File: src/rtl/frame_sched_pkg.sv
// Shared definitions for the per-frame update scheduler and the VGA timing generator.
//   - seq_state_e : sequencer FSM states (idle, requesting a client, sequence done)
//   - Vga*        : 640x480 raster timing constants (visible / total, both axes)
//   - clog2_min1  : ceil(log2(v)), never less than 1, for sizing counters and indices
package frame_sched_pkg;

  localparam int unsigned VgaHVisible = 640;
  localparam int unsigned VgaHTotal   = 800;
  localparam int unsigned VgaVVisible = 480;
  localparam int unsigned VgaVTotal   = 525;

  // Width of the raster counters driven by the timing generator.
  localparam int unsigned PixelW = 10;

  typedef enum logic [1:0] {
    StIdle = 2'd0,
    StReq  = 2'd1,
    StDone = 2'd2
  } seq_state_e;

  function automatic int unsigned clog2_min1(input int unsigned v);
    return (v > 1) ? $clog2(v) : 1;
  endfunction

endpackage

File: src/rtl/frame_event_detect.sv
// Raster event detector: registers the raster position comparisons and emits one-cycle
// pulses, one cycle after the matching pixel is presented.
// Ports:
//   clk_i, rst_i     pixel clock, asynchronous active-high reset
//   pixel_x_i/y_i    raster counters from the timing generator
//   vblank_start_o   pulse: raster reached (0, VVisible)
//   frame_end_o      pulse: raster reached (HTotal-1, VTotal-1)
module frame_event_detect
  import frame_sched_pkg::*;
#(
  parameter int unsigned HTotal   = VgaHTotal,
  parameter int unsigned VVisible = VgaVVisible,
  parameter int unsigned VTotal   = VgaVTotal
) (
  input  logic              clk_i,
  input  logic              rst_i,
  input  logic [PixelW-1:0] pixel_x_i,
  input  logic [PixelW-1:0] pixel_y_i,
  output logic              vblank_start_o,
  output logic              frame_end_o
);

  logic vblank_hit, frame_hit;
  logic vblank_hit_q, frame_hit_q;
  logic vblank_start_d, vblank_start_q;
  logic frame_end_d, frame_end_q;

  assign vblank_hit = (pixel_x_i == '0) && (pixel_y_i == PixelW'(VVisible));
  assign frame_hit  = (pixel_x_i == PixelW'(HTotal - 1)) && (pixel_y_i == PixelW'(VTotal - 1));

  // Rising-edge qualification keeps the pulses one cycle wide even if the raster stalls.
  always_comb begin
    vblank_start_d = vblank_hit & ~vblank_hit_q;
    frame_end_d    = frame_hit & ~frame_hit_q;
  end

  always_ff @(posedge clk_i or posedge rst_i) begin
    if (rst_i) begin
      vblank_hit_q   <= 1'b0;
      frame_hit_q    <= 1'b0;
      vblank_start_q <= 1'b0;
      frame_end_q    <= 1'b0;
    end else begin
      vblank_hit_q   <= vblank_hit;
      frame_hit_q    <= frame_hit;
      vblank_start_q <= vblank_start_d;
      frame_end_q    <= frame_end_d;
    end
  end

  assign vblank_start_o = vblank_start_q;
  assign frame_end_o    = frame_end_q;

endmodule

File: src/rtl/frame_update_sequencer.sv
// Per-frame update scheduler. At the start of vertical blanking it grants update slots to
// N_CLIENTS clients in fixed priority order (client 0 first) with a req/ack handshake and a
// per-client timeout, and flags any sequence still running when the next frame begins.
// Optional feature macro: FRAME_SKIP_EN adds skip_frames[3:0]; a sequence then starts only
// on every (skip_frames+1)-th qualifying vblank.
// Ports:
//   vga_clk, rst       pixel clock, asynchronous active-high reset
//   pixel_x, pixel_y   raster counters
//   enable             gates new sequences; a running sequence always completes
//   upd_ack            per-client done strobes (only the active client's bit counts)
//   upd_req            one-hot-or-zero update request
//   busy               any request asserted
//   seq_done           one-cycle pulse on normal completion
//   timeout_flags      sticky per-client timeout bits, cleared at sequence start
//   overrun            sticky, set when a sequence is aborted at end of frame
//   frame_cnt          number of sequences started (wraps)
//   skip_frames        (FRAME_SKIP_EN only) frames to skip between sequences
module frame_update_sequencer
  import frame_sched_pkg::*;
#(
  parameter int unsigned N_CLIENTS   = 3,
  parameter int unsigned H_TOTAL     = VgaHTotal,
  parameter int unsigned V_VISIBLE   = VgaVVisible,
  parameter int unsigned V_TOTAL     = VgaVTotal,
  parameter int unsigned TIMEOUT_CYC = 4096
) (
  input  logic                 vga_clk,
  input  logic                 rst,
  input  logic [PixelW-1:0]    pixel_x,
  input  logic [PixelW-1:0]    pixel_y,
  input  logic                 enable,
`ifdef FRAME_SKIP_EN
  input  logic [3:0]           skip_frames,
`endif
  input  logic [N_CLIENTS-1:0] upd_ack,
  output logic [N_CLIENTS-1:0] upd_req,
  output logic                 busy,
  output logic                 seq_done,
  output logic [N_CLIENTS-1:0] timeout_flags,
  output logic                 overrun,
  output logic [15:0]          frame_cnt
);

  localparam int unsigned IdxW = clog2_min1(N_CLIENTS);
  localparam int unsigned TmoW = clog2_min1(TIMEOUT_CYC);
  localparam logic [IdxW-1:0] LastIdx = IdxW'(N_CLIENTS - 1);
  localparam logic [TmoW-1:0] TmoMax  = TmoW'(TIMEOUT_CYC - 1);

  logic vblank_start, frame_end;

  frame_event_detect #(
    .HTotal  (H_TOTAL),
    .VVisible(V_VISIBLE),
    .VTotal  (V_TOTAL)
  ) u_event_detect (
    .clk_i         (vga_clk),
    .rst_i         (rst),
    .pixel_x_i     (pixel_x),
    .pixel_y_i     (pixel_y),
    .vblank_start_o(vblank_start),
    .frame_end_o   (frame_end)
  );

  seq_state_e          state_q, state_d;
  logic [IdxW-1:0]     idx_q, idx_d;
  logic [TmoW-1:0]     tmo_q, tmo_d;
  logic [N_CLIENTS-1:0] upd_req_q, upd_req_d;
  logic                busy_q, busy_d;
  logic                seq_done_q, seq_done_d;
  logic [N_CLIENTS-1:0] flags_q, flags_d;
  logic                overrun_q, overrun_d;
  logic [15:0]         frame_cnt_q, frame_cnt_d;

  logic qualify, start, ack_hit, tmo_hit, is_last;

  // upd_req_q is one-hot on the active client, so masking acks with it ignores strays.
  assign ack_hit = |(upd_ack & upd_req_q);
  assign tmo_hit = (tmo_q == TmoMax);
  assign is_last = (idx_q == LastIdx);
  assign qualify = vblank_start && enable && (state_q == StIdle);

`ifdef FRAME_SKIP_EN
  logic [3:0] skip_q, skip_d;

  always_comb begin
    skip_d = skip_q;
    start  = 1'b0;
    if (qualify) begin
      // >= also recovers if skip_frames is lowered while the counter is mid-count.
      if (skip_q >= skip_frames) begin
        start  = 1'b1;
        skip_d = '0;
      end else begin
        skip_d = skip_q + 4'd1;
      end
    end
  end

  always_ff @(posedge vga_clk or posedge rst) begin
    if (rst) skip_q <= '0;
    else     skip_q <= skip_d;
  end
`else
  assign start = qualify;
`endif

  always_comb begin
    state_d     = state_q;
    idx_d       = idx_q;
    tmo_d       = tmo_q;
    upd_req_d   = upd_req_q;
    seq_done_d  = 1'b0;
    flags_d     = flags_q;
    overrun_d   = overrun_q;
    frame_cnt_d = frame_cnt_q;

    unique case (state_q)
      StIdle: begin
        if (start) begin
          state_d      = StReq;
          idx_d        = '0;
          tmo_d        = '0;
          upd_req_d    = '0;
          upd_req_d[0] = 1'b1;
          flags_d      = '0;
          frame_cnt_d  = frame_cnt_q + 16'd1;
        end
      end

      StReq: begin
        // A final ack landing with frame_end still counts as a normal completion.
        if (frame_end && !(ack_hit && is_last)) begin
          state_d   = StIdle;
          upd_req_d = '0;
          overrun_d = 1'b1;
        end else if (ack_hit || tmo_hit) begin
          if (!ack_hit) flags_d = flags_q | upd_req_q;
          tmo_d = '0;
          if (is_last) begin
            state_d   = StDone;
            upd_req_d = '0;
          end else begin
            idx_d     = idx_q + 1'b1;
            upd_req_d = upd_req_q << 1;
          end
        end else begin
          tmo_d = tmo_hit ? tmo_q : tmo_q + 1'b1;
        end
      end

      StDone: begin
        seq_done_d = 1'b1;
        state_d    = StIdle;
      end

      default: begin
        state_d   = StIdle;
        upd_req_d = '0;
      end
    endcase

    busy_d = |upd_req_d;
  end

  always_ff @(posedge vga_clk or posedge rst) begin
    if (rst) begin
      state_q     <= StIdle;
      idx_q       <= '0;
      tmo_q       <= '0;
      upd_req_q   <= '0;
      busy_q      <= 1'b0;
      seq_done_q  <= 1'b0;
      flags_q     <= '0;
      overrun_q   <= 1'b0;
      frame_cnt_q <= '0;
    end else begin
      state_q     <= state_d;
      idx_q       <= idx_d;
      tmo_q       <= tmo_d;
      upd_req_q   <= upd_req_d;
      busy_q      <= busy_d;
      seq_done_q  <= seq_done_d;
      flags_q     <= flags_d;
      overrun_q   <= overrun_d;
      frame_cnt_q <= frame_cnt_d;
    end
  end

  assign upd_req       = upd_req_q;
  assign busy          = busy_q;
  assign seq_done      = seq_done_q;
  assign timeout_flags = flags_q;
  assign overrun       = overrun_q;
  assign frame_cnt     = frame_cnt_q;

endmodule

File: config.mk
export PLATFORM = sky130hd
export DESIGN_NAME = frame_update_sequencer
export DESIGN_NICKNAME = d
export VERILOG_FILES = /design/src/rtl/frame_sched_pkg.sv /design/src/rtl/frame_event_detect.sv /design/src/rtl/frame_update_sequencer.sv
export SDC_FILE = /design/constraint.sdc
export NUM_CORES = 1
export LEC_CHECK = 0
export CELL_PAD_IN_SITES_DETAIL_PLACEMENT = 0
export CELL_PAD_IN_SITES_GLOBAL_PLACEMENT = 1
export CORE_ASPECT_RATIO = 1.4
export CORE_UTILIZATION = 30
export CTS_CLUSTER_SIZE = 14
export DETAILED_ROUTE_END_ITERATION = 10
export GPL_ROUTABILITY_DRIVEN = 0
export PLACE_DENSITY = 0.62
export SETUP_SLACK_MARGIN = 0.15
export SLEW_MARGIN = 20
export SYNTH_ARGS = -nofsm -noshare
export SYNTH_HDL_FRONTEND = slang
export SYNTH_SLANG_ARGS = --single-unit
File: constraint.sdc
create_clock -name vga_clk -period 2 [get_ports vga_clk]
set_input_delay 0.4 -clock vga_clk [delete_from_list [all_inputs] [get_ports vga_clk]]
set_output_delay 0.4 -clock vga_clk [all_outputs]
set_load 0.01 [all_outputs]
After elaboration in Yosys (flattened, before gate mapping)
Index checks and enable logic that the tools add are counted.
- $add $sub $neg: 3
- eq/ne operators: 15
- muxes and demuxes: 26
- bitwise logic cells: 6
- reductions and logical operators: 19
- operators by type and width (kind ; count):
    $mux 12 ; 4
    $mux 3 ; 8
    $pmux 12 s2 ; 1
    $eq 10x10->1 const B ; 2
    $add 16x1->16 const B ; 1
    $mux 2 ; 8
    $add 12x1->12 const B ; 1
    $eq 12x12->1 const B ; 1
    $eq 10x9->1 const B ; 1
    $logic_not 10->1 ; 1
    $ne 2x2->1 const B ; 5
    $reduce_and 5->1 ; 2
    $ne 3x3->1 const B ; 3
    $pmux 3 s3 ; 1
    $pmux 2 s2 ; 2
    $logic_and 1x1->1 ; 6
    $pmux 3 s2 ; 1
    $reduce_or 3->1 ; 2
    $eq 2x2->1 const B ; 2
    $reduce_and 2->1 ; 2
    $reduce_and 4->1 ; 1
    $and 3x3->3 ; 1
    $or 3x3->3 ; 1
    $reduce_and 3->1 ; 1
    9 further kinds ; 11
- bits in registers: 45
- bits of input ports: 26
- output and inout port bits: 25
- logic and storage cells: 82

Longest topological paths before layout
- depth in word-level cells: 8
- depth in mapped cells: 7
- depth with buffers taken out: 6

Hierarchy
From an unflattened synthesis, not the netlist that was laid out.
- cells, all modules: 212
- area total of the unflattened synthesis: 2142.1 µm²
- modules (own cells, without submodules) (module ; instances ; cells each ; area each (µm²)):
    frame_update_sequencer ; 1 ; 189 ; 1924.3
    frame_event_detect ; 1 ; 23 ; 217.7

Worst setup path after synthesis
Ideal clock, no wire load.
- kind: register to register
- from: register tmo_q[0]
- to: register busy_q (netlist: busy)
- setup time: 0.129 ns
- arrival time: 1.702 ns
- path slack: 0.170 ns
- stages on the path, launching flop included: 7
- period minus slack after synthesis: 1.830 ns
- path through: dfrtp_1 -> ha_1 -> nand3_4 -> nor4_4 -> buf_6 -> o22ai_2 -> a2111o_1
- cells in the longest elaborated chain, start to end: 6
- ends and longest elaborated chain (element ; RTL line ; RTL):
    start, declared ; frame_update_sequencer.sv:66 ; logic [TmoW-1:0] tmo_q, tmo_d;
    start signal, assigned ; frame_update_sequencer.sv:179 ; tmo_q <= tmo_d;
    $eq 12x12->1 ; frame_update_sequencer.sv:78 ; assign tmo_hit = (tmo_q == TmoMax);
    $logic_or 1x1->1 ; frame_update_sequencer.sv:136 ; end else if (ack_hit || tmo_hit) begin
    $mux 3 ; frame_update_sequencer.sv:136 ;
    $mux 3 ; frame_update_sequencer.sv:132 ; if (frame_end && !(ack_hit && is_last)) begin
    $pmux 3 s3 ; frame_update_sequencer.sv:117 ; unique case (state_q)
    $reduce_or 3->1 ; frame_update_sequencer.sv:162 ; busy_d = |upd_req_d;
    net busy_d ; frame_update_sequencer.sv:68 ; logic busy_q, busy_d;
    end signal, assigned ; frame_update_sequencer.sv:181 ; busy_q <= busy_d;
    end, declared ; frame_update_sequencer.sv:68 ;
The timed path passes the listed nets, and every way through them passes these cells.
A chain may end at the register's enable or synchronous reset.

Worst setup path after layout
- from: register tmo_q[1]
- to: register busy_q (netlist: busy)
The elaborated chain is that of the path after synthesis.

==> impl_results.md <==
* IO buf count at 50
* Leak Pwr at 0.00139 uW
* Clk slew on worst S/H paths at 90 ps
* Core area at 7410 sq um
* CTS root buffer: clkbuf_8
* Vias in the first global route at 2057
* Critical Path RT at 2180 ps
* Area of the multi-input gates at 1140 sq um
* Clock Sinks at 45
* Library cells used by synthesis at 56
* Synth Cell Area at 2320 sq um
* Crit-path max cell delay at 440 ps
* Worst Min Path Start: u_event_detect.frame_hit_q
* First-pass GRT wire length at 9.99 mm
* Crit Path Class: flop to flop
* Syn. warnings at 0
* Met2 GRT Util at 0.277
* M1 GR Usage at 0.183
* Post-Route WL at 5.84 mm
* Htree depth at 2
* Die area at 8090 sq um
* Initial DRC Count at 82
* Row count at 37
* Async SR Flop Fraction at 1.00
* Tightest Hold Check Type: flop to flop
* Initial Utilization at 0.313
* Area Growth Syn to Fin at 40.1%
* #FFs+latches synth at 45
* Post-synth EDFFs at 0
* Worst path bufs/invs at 1
* Pwr dens at 517 nW/um^2
* Switching Share at 0.209
* Final slew viol count at 0
* Hold path depth at 1
* Clock group share of total power at 0.403
* Max-slew headroom at 0.654
* Avg Cell Area, Syn at 10.3 sq um
* Critical-path cell list: ha_4, nand3_4, nor4_4, buf_4, o2bb2ai_2, a2111o_1
* Nets at 327
* Clk buf depth at 2
* Critical R2R Capture: busy
* Final hold viol count at 0
* Die width at 76.3 um
* Worst reg2reg startpoint: tmo_q[1]
* Final setup viols at 0
* Endpoint class of the critical path: flop
* CTS tree: done
* Internal power at 1330 uW
* Global route overflow at 0
* ANT nets after route at 0
* Period minus WS final at 1820 ps
* Final Cell Area at 3250 sq um
* Post-synthesis sequential area ratio at 0.486
* Net load switching power at 351 uW
* Post-synthesis cell count at 226
* HPWL Detailed at 4.26 mm
* Global-route track usage on met3 at 0.0326
* Ys flop type: dfrtp_1
* Worst-margin pin slew at 518 ps
* Boundary Pins at 51
* Num CTS Buffers at 5
* Syn nets at 255
* Via count at 2018
* Vias/cell at 5.11
* Total GRT Usage at 0.155
* Critical Path AT at 2000 ps
* Register Area at 1130 sq um
* R2R depth at 6
* Number of detailed-route iterations in the first pass at 4
* Peak Freq at 550 MHz
* Worst-path fanout max at 6
* # Max-Cap Violations at 0
* Hold Buf Count CTS at 0
* Post-route clock period utilization at 0.910
* Die height at 106 um
* Delay-heaviest family, CP: flip-flops
* Crit start category: flop
* Max VDD drop at 317 uV
* Initial antenna violation count at 0
* Min-Delay Endpoint: u_event_detect.frame_end_o
* Pin count of the biggest net entering global routing at 46
* Most Used Layer, Global Route: met2
* Antenna cells at 0
* Clock Skew at 7.93 ps
* Outcome: completed
* RSZ-0062 raised after global routing: yes
* Final Core Density at 0.439
* CP max-delay cell: dfrtp_1
* Gate power share at 0.056
* Dpl cell area at 3060 sq um
* DRC violations left at 0
* R2r setup slk at 180 ps
* Seq pwr share at 0.541
* DR WL/cell at 14.8 um
* Later-pin clock latency in the skew report at 300 ps
* Share of post-route cells with drive strength above 1 at 0.168
* Fill count at 729
registers in the layout (all words and copies together), names as in the netlist:
signal                         count
state_q                            2
idx_q                              2
u_event_detect.vblank_hit_q        1
u_event_detect.vblank_start_o      1
u_event_detect.frame_end_o         1
timeout_flags                      3
u_event_detect.frame_hit_q         1
tmo_q                             12
frame_cnt                         16
busy                               1
overrun                            1
seq_done                           1
upd_req                            3
synth_stat cells, types with 2 or more instances:
cell type	instances	share of area
nor4b_1	4	0.015
nor2b_1	5	0.013
or3_1	6	0.016
buf_2	3	0.0065
nor2_1	12	0.019
buf_6	3	0.015
xnor2_1	7	0.026
o22ai_1	3	0.0081
o21ai_0	3	0.0065
nor3b_1	3	0.0097
nand2_1	19	0.031
nor3_1	6	0.013
xor2_1	8	0.030
nand3_1	12	0.026
nand4_1	8	0.022
a22o_1	5	0.019
ha_1	3	0.016
a21oi_1	4	0.0086
and3_1	3	0.0081
clkbuf_1	3	0.0049
inv_1	10	0.016
a31oi_1	11	0.030
a21o_1	2	0.0065
nor4_1	7	0.019
dfrtp_1	45	0.49
placed cells by master, fill, tap and decap left out, types with 2 or more instances in the layout:
| cell type | synthesis | final |
|---|---|---|
| nand4_1 | 8 | 8 |
| xnor2_1 | 7 | 7 |
| xor2_1 | 8 | 8 |
| dfrtp_1 | 45 | 45 |
| nor2b_1 | 5 | 5 |
| a21o_1 | 2 | 2 |
| nand3_1 | 12 | 12 |
| o22ai_1 | 3 | 3 |
| clkbuf_8 | 0 | 5 |
| nor4b_1 | 4 | 3 |
| buf_4 | 1 | 23 |
| ha_1 | 3 | 2 |
| nor2_1 | 12 | 12 |
| nor4_1 | 7 | 7 |
| o21ai_0 | 3 | 3 |
| nor3_1 | 6 | 6 |
| a21oi_1 | 4 | 4 |
| and3_1 | 3 | 3 |
| clkdlybuf4s50_1 | 0 | 48 |
| nor3b_1 | 3 | 3 |
| buf_12 | 0 | 2 |
| a22o_1 | 5 | 5 |
| inv_1 | 10 | 9 |
| or3_1 | 6 | 5 |
| dlymetal6s2s_1 | 0 | 2 |
| a31oi_1 | 11 | 11 |
| nand2_1 | 19 | 18 |
final cells by class:
type | instances | share of cell area
clock buffer | 5 | 0.0212
tap | 97 | 0.0374
timing repair buffer | 75 | 0.221
sequential | 45 | 0.347
multi-input combinational | 161 | 0.351
clock inverter | 2 | 0.0108
inverter | 10 | 0.0116
how the worst max path moves through the flow:
stage / start / to / slack [ps] / depth (start not counted)
finish: tmo_q[1] / busy / 180 / 6
global route: tmo_q[6] / tmo_q[2] / 90 / 5
CTS: upd_ack[0] / tmo_q[9] / 160 / 6
detailed placement: upd_ack[0] / tmo_q[9] / -160 / 6
global placement: upd_ack[0] / tmo_q[11] / -180 / 6
floorplan: tmo_q[0] / busy / 170 / 6
per-layer routing:
metal / wire, um / share of wire
met4: 74 / 0.013
met3: 246 / 0.042
met5: 0 / 0
met2: 3070 / 0.53
met1: 2450 / 0.42
power groups by stage:
stage / clock, uW / combinational, uW / sequential, uW
after global routing: 743 / 105 / 909
final: 677 / 93.6 / 909
after detailed placement: 0 / 94.8 / 927
after floorplan: 0 / 25.7 / 927
after CTS: 701 / 95.1 / 909
after global placement: 0 / 94.5 / 927
cell families after synthesis:
kind of cell    synth area share
compound gates             0.141
xor+xnor                  0.0567
fa+ha+maj                 0.0162
buf+inv                   0.0453
flops                      0.486
mux                      0.00486
simple gates               0.250
per-stage QoR:
step / setup TNS, ps / total power (uW) / instances / hold slack, ps / setup slack [ps]
after floorplan: 0 / 953 / 226 / 378 / 170
after global placement: -2030 / 1020 / 384 / 385 / -179
after detailed placement: -1690 / 1020 / 384 / 391 / -164
after CTS: 0 / 1700 / 391 / 404 / 157
after global routing: 0 / 1760 / 395 / 426 / 88.3
final: 0 / 1680 / 395 / 398 / 180
what timing repair did:
item	4_1_cts	5_1_grt
setup endpoints to repair	8	23
setup buffers	0	4
pin swaps	2	7
gates resized for setup	0	12
No activity file was read; power rests on OpenSTA's default activity.
